### config.mk
export PLATFORM = sky130hd
export DESIGN_NAME = pipelined_decode_unit_flat
export DESIGN_NICKNAME = d
export VERILOG_FILES = /design/src/rtl/pipelined_decode_unit_if.sv /design/src/rtl/pipelined_decode_unit.sv /design/src/flat_wrapper.sv
export SDC_FILE = /design/constraint.sdc
export NUM_CORES = 1
export LEC_CHECK = 0
export BUFFER_PORTS_ARGS = -buffer_cell sky130_fd_sc_hd__buf_4
export CAP_MARGIN = 40
export CORE_AREA = 2 2 122 124
export DETAILED_ROUTE_END_ITERATION = 12
export DIE_AREA = 0 0 124 126
export HOLD_SLACK_MARGIN = 0.1
export PLACE_DENSITY = 0.94
export SLEW_MARGIN = 20
export SYNTH_ARGS = -nofsm -noshare
export SYNTH_HDL_FRONTEND = slang
export SYNTH_SLANG_ARGS = --single-unit
export TNS_END_PERCENT = 5
### constraint.sdc
create_clock -name clk_i -period 4.5 [get_ports clk_i]
set_input_delay 0.45 -clock clk_i [delete_from_list [all_inputs] [get_ports clk_i]]
set_output_delay 0.45 -clock clk_i [all_outputs]
set_load 0.01 [all_outputs]
### src/rtl/pipelined_decode_unit_if.sv
`default_nettype none
// +--------------------------------------------------------------------------+
// | Module   : pipelined_decode_unit_if                                      |
// | Brief    : Fetch-side and execute-side handshake bundle of the decoder.  |
// | Revision : 1.0                                                           |
// +--------------------------------------------------------------------------+
interface pipelined_decode_unit_if #(
  parameter int ILL_CNT_W = 8
);
  logic                 in_valid_i;
  logic                 in_ready_o;
  logic [31:0]          instr_i;
  logic [31:0]          pc_i;
  logic                 flush_i;
  logic                 out_valid_o;
  logic                 out_ready_i;
  logic [31:0]          out_pc_o;
  logic [31:0]          out_instr_o;
  logic                 reg_write_o;
  logic                 mem_write_o;
  logic                 branch_o;
  logic                 jump_o;
  logic                 is_jalr_o;
  logic                 is_lui_o;
  logic                 alu_src1_o;
  logic [1:0]           alu_src2_o;
  logic                 rd_source_o;
  logic [2:0]           format_o;
  logic [2:0]           mem_size_o;
  logic                 load_unsigned_o;
  logic [2:0]           cmp_op_o;
  logic [4:0]           alu_op_o;
  logic                 illegal_o;
  logic [ILL_CNT_W-1:0] ill_count_o;

  modport master (
    output in_valid_i, instr_i, pc_i, flush_i, out_ready_i,
    input  in_ready_o, out_valid_o, out_pc_o, out_instr_o, reg_write_o, mem_write_o,
           branch_o, jump_o, is_jalr_o, is_lui_o, alu_src1_o, alu_src2_o, rd_source_o,
           format_o, mem_size_o, load_unsigned_o, cmp_op_o, alu_op_o, illegal_o, ill_count_o
  );

  modport slave (
    input  in_valid_i, instr_i, pc_i, flush_i, out_ready_i,
    output in_ready_o, out_valid_o, out_pc_o, out_instr_o, reg_write_o, mem_write_o,
           branch_o, jump_o, is_jalr_o, is_lui_o, alu_src1_o, alu_src2_o, rd_source_o,
           format_o, mem_size_o, load_unsigned_o, cmp_op_o, alu_op_o, illegal_o, ill_count_o
  );
endinterface
`default_nettype wire

### src/rtl/pipelined_decode_unit.sv
`default_nettype none
// +--------------------------------------------------------------------------+
// | Module   : pipelined_decode_unit                                         |
// | Brief    : Registered RV32I(+M) decoder with 2-entry skid buffer.        |
// | Revision : 1.0                                                           |
// +--------------------------------------------------------------------------+
module pipelined_decode_unit #(
  parameter bit ENABLE_M  = 1'b0,
  parameter int ILL_CNT_W = 8
) (
  input  logic                     clk_i,
  input  logic                     rst_ni,
  pipelined_decode_unit_if.slave   bus
);

  localparam logic [6:0] c_OPC_LUI    = 7'h37;
  localparam logic [6:0] c_OPC_AUIPC  = 7'h17;
  localparam logic [6:0] c_OPC_JAL    = 7'h6F;
  localparam logic [6:0] c_OPC_JALR   = 7'h67;
  localparam logic [6:0] c_OPC_BRANCH = 7'h63;
  localparam logic [6:0] c_OPC_LOAD   = 7'h03;
  localparam logic [6:0] c_OPC_STORE  = 7'h23;
  localparam logic [6:0] c_OPC_OPIMM  = 7'h13;
  localparam logic [6:0] c_OPC_OP     = 7'h33;

  localparam logic [2:0] c_FMT_R = 3'd0;
  localparam logic [2:0] c_FMT_I = 3'd1;
  localparam logic [2:0] c_FMT_S = 3'd2;
  localparam logic [2:0] c_FMT_B = 3'd3;
  localparam logic [2:0] c_FMT_U = 3'd4;
  localparam logic [2:0] c_FMT_J = 3'd5;

  localparam logic [1:0] c_SRC2_RS2  = 2'd0;
  localparam logic [1:0] c_SRC2_IMM  = 2'd1;
  localparam logic [1:0] c_SRC2_FOUR = 2'd2;

  localparam logic [4:0] c_ALU_SUB = 5'd1;
  localparam logic [4:0] c_ALU_SRA = 5'd7;
  localparam logic [4:0] c_ALU_MUL = 5'd10;

  typedef struct packed {
    logic       reg_write;
    logic       mem_write;
    logic       branch;
    logic       jump;
    logic       is_jalr;
    logic       is_lui;
    logic       alu_src1;
    logic [1:0] alu_src2;
    logic       rd_source;
    logic [2:0] format;
    logic [2:0] mem_size;
    logic       load_unsigned;
    logic [2:0] cmp_op;
    logic [4:0] alu_op;
    logic       illegal;
  } dec_t;

  typedef struct packed {
    logic [31:0] pc;
    logic [31:0] instr;
    dec_t        dec;
  } entry_t;

  typedef enum logic [1:0] {
    S_EMPTY = 2'd0,
    S_ONE   = 2'd1,
    S_FULL  = 2'd2
  } state_t;

  // funct3 -> ALU op for the shared OP / OP-IMM encodings (funct7 = 0)
  function automatic logic [4:0] f_alu_base(input logic [2:0] f3);
    case (f3)
      3'd0:    f_alu_base = 5'd0;
      3'd1:    f_alu_base = 5'd2;
      3'd2:    f_alu_base = 5'd3;
      3'd3:    f_alu_base = 5'd4;
      3'd4:    f_alu_base = 5'd5;
      3'd5:    f_alu_base = 5'd6;
      3'd6:    f_alu_base = 5'd8;
      default: f_alu_base = 5'd9;
    endcase
  endfunction

  logic [6:0]           w_opcode;
  logic [2:0]           w_funct3;
  logic [6:0]           w_funct7;
  logic                 w_legal;
  dec_t                 w_dec;
  entry_t               w_new;
  logic                 w_accept;

  state_t               r_state;
  logic                 r_in_ready;
  logic                 r_out_valid;
  entry_t               r_main;
  entry_t               r_skid;
  logic [ILL_CNT_W-1:0] r_ill_cnt;

  assign w_opcode = bus.instr_i[6:0];
  assign w_funct3 = bus.instr_i[14:12];
  assign w_funct7 = bus.instr_i[31:25];

  always_comb begin
    w_dec   = '0;
    w_legal = 1'b0;
    case (w_opcode)
      c_OPC_LUI: begin
        w_legal          = 1'b1;
        w_dec.reg_write  = 1'b1;
        w_dec.is_lui     = 1'b1;
        w_dec.alu_src2   = c_SRC2_IMM;
        w_dec.format     = c_FMT_U;
      end
      c_OPC_AUIPC: begin
        w_legal          = 1'b1;
        w_dec.reg_write  = 1'b1;
        w_dec.alu_src1   = 1'b1;
        w_dec.alu_src2   = c_SRC2_IMM;
        w_dec.format     = c_FMT_U;
      end
      c_OPC_JAL: begin
        w_legal          = 1'b1;
        w_dec.reg_write  = 1'b1;
        w_dec.jump       = 1'b1;
        w_dec.alu_src1   = 1'b1;
        w_dec.alu_src2   = c_SRC2_FOUR;
        w_dec.format     = c_FMT_J;
      end
      c_OPC_JALR: begin
        w_legal          = (w_funct3 == 3'd0);
        w_dec.reg_write  = 1'b1;
        w_dec.jump       = 1'b1;
        w_dec.is_jalr    = 1'b1;
        w_dec.alu_src2   = c_SRC2_FOUR;
        w_dec.format     = c_FMT_I;
      end
      c_OPC_BRANCH: begin
        w_legal          = 1'b1;
        w_dec.branch     = 1'b1;
        w_dec.format     = c_FMT_B;
        case (w_funct3)
          3'd0:    w_dec.cmp_op = 3'd0;
          3'd1:    w_dec.cmp_op = 3'd1;
          3'd4:    w_dec.cmp_op = 3'd2;
          3'd5:    w_dec.cmp_op = 3'd3;
          3'd6:    w_dec.cmp_op = 3'd4;
          3'd7:    w_dec.cmp_op = 3'd5;
          default: w_legal      = 1'b0;
        endcase
      end
      c_OPC_LOAD: begin
        w_legal             = (w_funct3 != 3'd3) && (w_funct3 != 3'd6) && (w_funct3 != 3'd7);
        w_dec.reg_write     = 1'b1;
        w_dec.rd_source     = 1'b1;
        w_dec.alu_src2      = c_SRC2_IMM;
        w_dec.format        = c_FMT_I;
        w_dec.mem_size      = {1'b0, w_funct3[1:0]};
        w_dec.load_unsigned = w_funct3[2];
      end
      c_OPC_STORE: begin
        w_legal          = (w_funct3[2] == 1'b0) && (w_funct3[1:0] != 2'd3);
        w_dec.mem_write  = 1'b1;
        w_dec.alu_src2   = c_SRC2_IMM;
        w_dec.format     = c_FMT_S;
        w_dec.mem_size   = w_funct3;
      end
      c_OPC_OPIMM: begin
        w_dec.reg_write  = 1'b1;
        w_dec.alu_src2   = c_SRC2_IMM;
        w_dec.format     = c_FMT_I;
        w_dec.alu_op     = f_alu_base(w_funct3);
        case (w_funct3)
          3'd1:    w_legal = (w_funct7 == 7'h00);
          3'd5: begin
            w_legal = (w_funct7 == 7'h00) || (w_funct7 == 7'h20);
            if (w_funct7 == 7'h20) w_dec.alu_op = c_ALU_SRA;
          end
          default: w_legal = 1'b1;
        endcase
      end
      c_OPC_OP: begin
        w_dec.reg_write  = 1'b1;
        w_dec.alu_src2   = c_SRC2_RS2;
        w_dec.format     = c_FMT_R;
        case (w_funct7)
          7'h00: begin
            w_legal      = 1'b1;
            w_dec.alu_op = f_alu_base(w_funct3);
          end
          7'h20: begin
            w_legal      = (w_funct3 == 3'd0) || (w_funct3 == 3'd5);
            w_dec.alu_op = (w_funct3 == 3'd0) ? c_ALU_SUB : c_ALU_SRA;
          end
          7'h01: begin
            w_legal      = ENABLE_M;
            w_dec.alu_op = c_ALU_MUL + {2'b00, w_funct3};
          end
          default: w_legal = 1'b0;
        endcase
      end
      default: w_legal = 1'b0;
    endcase
    // Illegal words carry no side effects downstream: every field back to default.
    if (!w_legal) begin
      w_dec         = '0;
      w_dec.illegal = 1'b1;
    end
  end

  assign w_new    = '{pc: bus.pc_i, instr: bus.instr_i, dec: w_dec};
  assign w_accept = bus.in_valid_i & r_in_ready;

  always_ff @(posedge clk_i or negedge rst_ni) begin
    if (!rst_ni) begin
      r_state     <= S_EMPTY;
      r_in_ready  <= 1'b1;
      r_out_valid <= 1'b0;
      r_main      <= '0;
      r_skid      <= '0;
      r_ill_cnt   <= '0;
    end else if (bus.flush_i) begin
      r_state     <= S_EMPTY;
      r_in_ready  <= 1'b1;
      r_out_valid <= 1'b0;
    end else begin
      if (w_accept && w_dec.illegal && !(&r_ill_cnt)) begin
        r_ill_cnt <= r_ill_cnt + ILL_CNT_W'(1);
      end
      case (r_state)
        S_EMPTY: begin
          if (w_accept) begin
            r_main      <= w_new;
            r_state     <= S_ONE;
            r_out_valid <= 1'b1;
          end
        end
        S_ONE: begin
          if (w_accept && bus.out_ready_i) begin
            r_main <= w_new;
          end else if (w_accept) begin
            // main is stalled and must stay stable; newcomer parks in the skid slot
            r_skid     <= w_new;
            r_state    <= S_FULL;
            r_in_ready <= 1'b0;
          end else if (bus.out_ready_i) begin
            r_state     <= S_EMPTY;
            r_out_valid <= 1'b0;
          end
        end
        S_FULL: begin
          if (bus.out_ready_i) begin
            r_main     <= r_skid;
            r_state    <= S_ONE;
            r_in_ready <= 1'b1;
          end
        end
        default: begin
          r_state     <= S_EMPTY;
          r_in_ready  <= 1'b1;
          r_out_valid <= 1'b0;
        end
      endcase
    end
  end

  assign bus.in_ready_o      = r_in_ready;
  assign bus.out_valid_o     = r_out_valid;
  assign bus.out_pc_o        = r_main.pc;
  assign bus.out_instr_o     = r_main.instr;
  assign bus.reg_write_o     = r_main.dec.reg_write;
  assign bus.mem_write_o     = r_main.dec.mem_write;
  assign bus.branch_o        = r_main.dec.branch;
  assign bus.jump_o          = r_main.dec.jump;
  assign bus.is_jalr_o       = r_main.dec.is_jalr;
  assign bus.is_lui_o        = r_main.dec.is_lui;
  assign bus.alu_src1_o      = r_main.dec.alu_src1;
  assign bus.alu_src2_o      = r_main.dec.alu_src2;
  assign bus.rd_source_o     = r_main.dec.rd_source;
  assign bus.format_o        = r_main.dec.format;
  assign bus.mem_size_o      = r_main.dec.mem_size;
  assign bus.load_unsigned_o = r_main.dec.load_unsigned;
  assign bus.cmp_op_o        = r_main.dec.cmp_op;
  assign bus.alu_op_o        = r_main.dec.alu_op;
  assign bus.illegal_o       = r_main.dec.illegal;
  assign bus.ill_count_o     = r_ill_cnt;

endmodule
`default_nettype wire
### src/flat_wrapper.sv
// flat-port wrapper written by rule: the top's interface ports become plain ports
module pipelined_decode_unit_flat 
#(
  parameter bit ENABLE_M  = 1'b0,
  parameter int ILL_CNT_W = 8
)
  (clk_i, rst_ni, bus_in_valid_i, bus_instr_i, bus_pc_i, bus_flush_i, bus_out_ready_i, bus_in_ready_o, bus_out_valid_o, bus_out_pc_o, bus_out_instr_o, bus_reg_write_o, bus_mem_write_o, bus_branch_o, bus_jump_o, bus_is_jalr_o, bus_is_lui_o, bus_alu_src1_o, bus_alu_src2_o, bus_rd_source_o, bus_format_o, bus_mem_size_o, bus_load_unsigned_o, bus_cmp_op_o, bus_alu_op_o, bus_illegal_o, bus_ill_count_o);
  pipelined_decode_unit_if #(.ILL_CNT_W(ILL_CNT_W)) bus_i ();
  input  logic clk_i;
  input  logic rst_ni;
  input wire logic [$bits(bus_i.in_valid_i)-1:0] bus_in_valid_i;
  input wire logic [$bits(bus_i.instr_i)-1:0] bus_instr_i;
  input wire logic [$bits(bus_i.pc_i)-1:0] bus_pc_i;
  input wire logic [$bits(bus_i.flush_i)-1:0] bus_flush_i;
  input wire logic [$bits(bus_i.out_ready_i)-1:0] bus_out_ready_i;
  output wire logic [$bits(bus_i.in_ready_o)-1:0] bus_in_ready_o;
  output wire logic [$bits(bus_i.out_valid_o)-1:0] bus_out_valid_o;
  output wire logic [$bits(bus_i.out_pc_o)-1:0] bus_out_pc_o;
  output wire logic [$bits(bus_i.out_instr_o)-1:0] bus_out_instr_o;
  output wire logic [$bits(bus_i.reg_write_o)-1:0] bus_reg_write_o;
  output wire logic [$bits(bus_i.mem_write_o)-1:0] bus_mem_write_o;
  output wire logic [$bits(bus_i.branch_o)-1:0] bus_branch_o;
  output wire logic [$bits(bus_i.jump_o)-1:0] bus_jump_o;
  output wire logic [$bits(bus_i.is_jalr_o)-1:0] bus_is_jalr_o;
  output wire logic [$bits(bus_i.is_lui_o)-1:0] bus_is_lui_o;
  output wire logic [$bits(bus_i.alu_src1_o)-1:0] bus_alu_src1_o;
  output wire logic [$bits(bus_i.alu_src2_o)-1:0] bus_alu_src2_o;
  output wire logic [$bits(bus_i.rd_source_o)-1:0] bus_rd_source_o;
  output wire logic [$bits(bus_i.format_o)-1:0] bus_format_o;
  output wire logic [$bits(bus_i.mem_size_o)-1:0] bus_mem_size_o;
  output wire logic [$bits(bus_i.load_unsigned_o)-1:0] bus_load_unsigned_o;
  output wire logic [$bits(bus_i.cmp_op_o)-1:0] bus_cmp_op_o;
  output wire logic [$bits(bus_i.alu_op_o)-1:0] bus_alu_op_o;
  output wire logic [$bits(bus_i.illegal_o)-1:0] bus_illegal_o;
  output wire logic [$bits(bus_i.ill_count_o)-1:0] bus_ill_count_o;
  assign bus_i.in_valid_i = bus_in_valid_i;
  assign bus_i.instr_i = bus_instr_i;
  assign bus_i.pc_i = bus_pc_i;
  assign bus_i.flush_i = bus_flush_i;
  assign bus_i.out_ready_i = bus_out_ready_i;
  assign bus_in_ready_o = bus_i.in_ready_o;
  assign bus_out_valid_o = bus_i.out_valid_o;
  assign bus_out_pc_o = bus_i.out_pc_o;
  assign bus_out_instr_o = bus_i.out_instr_o;
  assign bus_reg_write_o = bus_i.reg_write_o;
  assign bus_mem_write_o = bus_i.mem_write_o;
  assign bus_branch_o = bus_i.branch_o;
  assign bus_jump_o = bus_i.jump_o;
  assign bus_is_jalr_o = bus_i.is_jalr_o;
  assign bus_is_lui_o = bus_i.is_lui_o;
  assign bus_alu_src1_o = bus_i.alu_src1_o;
  assign bus_alu_src2_o = bus_i.alu_src2_o;
  assign bus_rd_source_o = bus_i.rd_source_o;
  assign bus_format_o = bus_i.format_o;
  assign bus_mem_size_o = bus_i.mem_size_o;
  assign bus_load_unsigned_o = bus_i.load_unsigned_o;
  assign bus_cmp_op_o = bus_i.cmp_op_o;
  assign bus_alu_op_o = bus_i.alu_op_o;
  assign bus_illegal_o = bus_i.illegal_o;
  assign bus_ill_count_o = bus_i.ill_count_o;
  pipelined_decode_unit #(.ENABLE_M(ENABLE_M), .ILL_CNT_W(ILL_CNT_W)) u_core (.clk_i(clk_i), .rst_ni(rst_ni), .bus(bus_i));
endmodule
; ---- Yosys cells after proc, flatten, opt, wreduce, memory -nomap -nowiden
; Index checks and enable logic that the tools add are counted.
[word_totals]
regBits = 192
word_cells = 155
[classes]
addsub = 2
eq_ne = 36
mux = 47
n_bitwise = 4
n_reduce_logical = 28
[op_table]
columns = op, count
row1 = $mux 90, 3
row2 = $pmux 90 s3, 1
row3 = $pmux 3 s5, 2
row4 = $eq 7x6->1 const B, 4
row5 = $pmux 4 s7, 1
row6 = $mux 26, 1
row7 = $eq 7x7->1 const B, 3
row8 = $mux 1, 19
row9 = $ne 3x3->1 const B, 6
row10 = $pmux 5 s3, 1
row11 = $eq 7x5->1 const B, 2
row12 = $eq 3x3->1 const B, 4
row13 = $mux 2, 6
row14 = $reduce_and 4->1, 3
row15 = $mux 5, 2
row16 = $pmux 5 s2, 1
row17 = $reduce_and 5->1, 2
row18 = $ne 3x2->1 const B, 3
row19 = $add 8x1->8 const B, 1
row20 = $ne 2x2->1 const B, 4
row21 = $reduce_and 8->1, 1
row22 = $eq 7x1->1 const B, 1
row23 = $eq 7x2->1 const B, 1
row24 = $logic_not 7->1, 1
row25 = 28 further kinds, 44

; ---- Longest topological paths before layout
[logic_depth]
word_depth = 9
depth_mapped = 8
ltp_nobuf = 7

; ---- Worst setup path before layout
; No wires, ideal clock.
[synth_path]
kind = in2reg
start = input port bus_instr_i[26]
end = register u_core.r_ill_cnt[1] (netlist: u_core.bus.ill_count_o[1])
setup_ns = 0.125
arrival_ns = 2.431
path_slack_ns = 1.945
stages = 6
n_path_buf = 0
path_cell_list = or4_4 or3_4 or4b_4 nand4b_4 or2_2 mux2_2
[synth_between]
elab_chain_len = 8
[synth_lines]
columns = item, line_no
row1 = "start, declared", flat_wrapper.sv:12  ; input wire logic [$bits(bus_i.instr_i)-1:0] bus_instr_i;
row2 = $eq 7x6->1 or $logic_not 7->1 (tied branches), "pipelined_decode_unit.sv:176, pipelined_decode_unit.sv:186, pipelined_decode_unit.sv:174"
row3 = $logic_or 1x1->1, pipelined_decode_unit.sv:176  ; w_legal = (w_funct7 == 7'h00) || (w_funct7 == 7'h20);
row4 = $pmux 1 s2, pipelined_decode_unit.sv:173  ; case (w_funct3)
row5 = $pmux 1 s7 *, pipelined_decode_unit.sv:107  ; case (w_opcode)
row6 = $mux 26 *, pipelined_decode_unit.sv:205  ; if (!w_legal) begin
row7 = $logic_and 1x1->1 * (2 in a row), pipelined_decode_unit.sv:227  ; if (w_accept && w_dec.illegal && !(&r_ill_cnt)) begin
row8 = $reduce_and 2->1 (no source line) *, n/a
row9 = "end signal, assigned", pipelined_decode_unit.sv:228  ; r_ill_cnt <= r_ill_cnt + ILL_CNT_W'(1);
row10 = "end, declared", pipelined_decode_unit.sv:98  ; logic [ILL_CNT_W-1:0] r_ill_cnt;
; Mark *: on every way between the ends. The rest lies on a longest branch, timed or not.
; A chain may end at the register's enable or synchronous reset.

; ---- Worst setup path after layout
[layout_path]
start = register u_core.r_state[0]
end = register u_core.r_skid[87] in the netlist's numbering
[layout_between]
elab_chain_len = 2
[layout_lines]
columns = item, line_no
row1 = "start, declared", pipelined_decode_unit.sv:93  ; state_t r_state;
row2 = "start signal, assigned", pipelined_decode_unit.sv:216  ; r_state <= S_EMPTY;
row3 = "start signal, assigned", pipelined_decode_unit.sv:223  ; r_state <= S_EMPTY;
row4 = "start signal, assigned", pipelined_decode_unit.sv:234  ; r_state <= S_ONE;
row5 = $eq 2x1->1, pipelined_decode_unit.sv:230  ; case (r_state)
row6 = $reduce_and 4->1 (no source line), n/a
row7 = "end signal, assigned", pipelined_decode_unit.sv:243  ; r_skid <= w_new;
row8 = "end, declared", pipelined_decode_unit.sv:97  ; entry_t r_skid;
; Every way passes these cells.

==> reports/results.ini <==
[status]
outcome=complete, no violations

[worst_setup_path]
worst_setup_path_start_kind=register
path_class=register to register
slowest_stage=or4b_4
cp-end-kind=register
path_delay_family=simple AND/OR/NAND/NOR gates
cp_max_fo=74
critPathBufInv=1
cp_data_required_time_ns=4.81
max_stage_delay_ns=0.73
arrival_ns=2.83
cp_cell_sequence=nor2b_1, or4b_4, buf_4, mux2_2

[cts]
htreeDepth=4
cts-root-buf=clkbuf_16
cts_setup_buffers=0
cts_buffer_depth=2
cts_resized=0
tritoncts=done
cts_buffers=17
clock_latency_ns=0.42
clkTransAtPathRegs_ns=0.07
cts_sinks=190

[sta]
finClkSkew_ns=0.00776
whs_ns=0.264
final_max_slew_viol_count=0
relSlewSlack_pct=45.9
setup_violations=0
finalCritPeriodShare_pct=55.9
worst_pin_slew_ns=0.811
grt_setup_unrepaired=no
fmax_mhz=397
hold_violations=0
tns_ns=0
period_needed_ns=2.52

[routing]
final_antenna_net_count=0
drt-initial-drc-count=530
drc_errors=0
via_per_inst=5.66
drt-total-wl_mm=19.4
firstDrtPassIters=6
wl_per_cell_um=16.6
num_vias=6639

[min_path]
hold_path_class=primary input to register

[global_route]
met1_usage_pct=34.7
busiest_layer=met2
gr-usage-all-layers_pct=26.0
met3_usage_pct=6.43
grt_pass1_vias=6450
grt_pass1_wl_mm=31.7
grt_antenna_before_repair=0
grtUsageMet2_pct=39.7
grt_max_degree=75
grt.overflow.total=0

[die]
initial_core_util_pct=58.1
die_h_um=126
io_pins=169
fp-row-count=44
die_w_um=124
die-area_um2=15600
fp.coreArea_um2=14300

[synth]
synth_area_um2=8320
synth_top_flop_cell=dfrtp_1
syn_inst=838
syn_avg_cell_area_um2=9.93
synth_top_area_share_pct=56.8
yosys.area.top_type=dfrtp_1
ys_async_sr_fraction_pct=100
ys_seq_area_share_pct=57.2
yosysWarningCount=0
yosys.cell_count.top_type=nand2_1
syn_nets=909
synth_enable_flop_cells=0
synthTopCellsByCount=nand2_1 (197), dfrtp_1 (189), nor2_1 (89)
synthTopCellsByArea=dfrtp_1 (57%), mux2_2 (8.9%), nand2_1 (8.9%)
synth_seq_cells=190
ys_types=51

[placed_design]
dp_hpwl_mm=12.9
routabilityCongestion=0.899
portBuffers=168

[layout]
fillers=1061
drive_gt1_share_pct=29.1
synthToLayoutAreaGrowth_pct=24.1
fin_nets=1046
diodes=0

[power_and_ir_drop]
max-vdd-ir-drop_v=0.000269
power_density_nw_per_um2=464
p_leak_nw=4.75

[job]
max-cap-violations=0

-- cell families after synthesis --
group	share of synthesized area, %
AND/OR/NAND/NOR	17.8
flip-flops	57.2
AO/OA/AOI/OAI	11.6
multiplexers	9.05
buffers and inverters	3.16
XOR/XNOR	0.947
adder cells (fa/ha/maj)	0.301
-- power by group --
group	switching (mW)	internal (mW)
clock	0.644	0.853
combinational	0.461	0.522
sequential	0.230	2.08
-- cells in the final DEF, fill, tap and decap left out, drive strengths merged, types with 3 or more instances in the layout --
cell type / n
or3: 3
nor3: 11
clkinv: 4
nand3: 13
o21ai: 45
inv: 9
nand2b: 3
nor2b: 7
nor2: 89
nand2: 197
o211ai: 7
clkbuf: 22
nand3b: 3
mux2: 66
and3: 3
a21oi: 22
dfrtp: 189
o31ai: 4
buf: 176
nor4: 5
xor2: 7
a31oi: 66
-- what timing repair did --
action | 4_1_cts | 5_1_grt
setup endpoints to repair | 0 | 0
hold buffers | 1 | 0
endpoints found under the hold margin | 55 | 0
-- state kept, by name, summed over array words and instances (netlist names), 2 cells and up --
name	flops
u_core.r_skid	89
u_core.bus.cmp_op_o	3
u_core.bus.mem_size_o	3
u_core.bus.format_o	3
u_core.bus.out_instr_o	32
u_core.bus.alu_op_o	5
u_core.bus.ill_count_o	8
u_core.bus.out_pc_o	32
u_core.bus.alu_src2_o	2
u_core.r_state	2
-- path summary, 6_finish.rpt --
path	from	slack, ns	to	depth (start not counted)
max in group asynchronous	rst_ni	3.21	u_core.bus.in_ready_o	3
hold / removal	bus_pc_i[21]	0.26	u_core.r_skid[79]	2
setup / recovery	u_core.r_state[0]	1.98	u_core.r_skid[87]	4
min in group asynchronous	rst_ni	0.56	u_core.bus.out_pc_o[2]	2
hold reg to reg	u_core.bus.alu_op_o[4]	0.48	u_core.bus.alu_op_o[4]	2
setup reg to reg	u_core.r_state[0]	1.98	u_core.r_skid[87]	4
-- through the flow --
step / setup slack [ns] / instance area [um^2] / cells / power (mW) / utilization [%]
after global placement: 1.64 / 9670 / 1136 / 3.26 / 67.6
final: 1.98 / 10300 / 1172 / 4.79 / 72.1
after detailed placement: 1.60 / 9720 / 1138 / 3.32 / 67.9
after global routing: 1.86 / 10300 / 1172 / 5.03 / 72.1
after floorplan: 1.94 / 8320 / 838 / 2.81 / -
after CTS: 2.01 / 10300 / 1171 / 4.83 / 72.1
-- final cells by class --
type	count	area (um^2)	share of cell area, %
clock buffers	20	457	4.42
inverters	5	18.8	0.182
repair buffers	179	1410	13.6
well taps	184	230	2.23
flip-flops and latches	190	4760	46.1
clock inverters	12	134	1.30
multi-input cells	582	3320	32.2
-- layer usage --
metal  up-vias  share of wire [%]
met5         -                  0
met4         0                3.6
met3        52                6.4
met2       228                 48
met1      3215                 42
li1       3144                  -
Power figures use the tool's default switching activity.
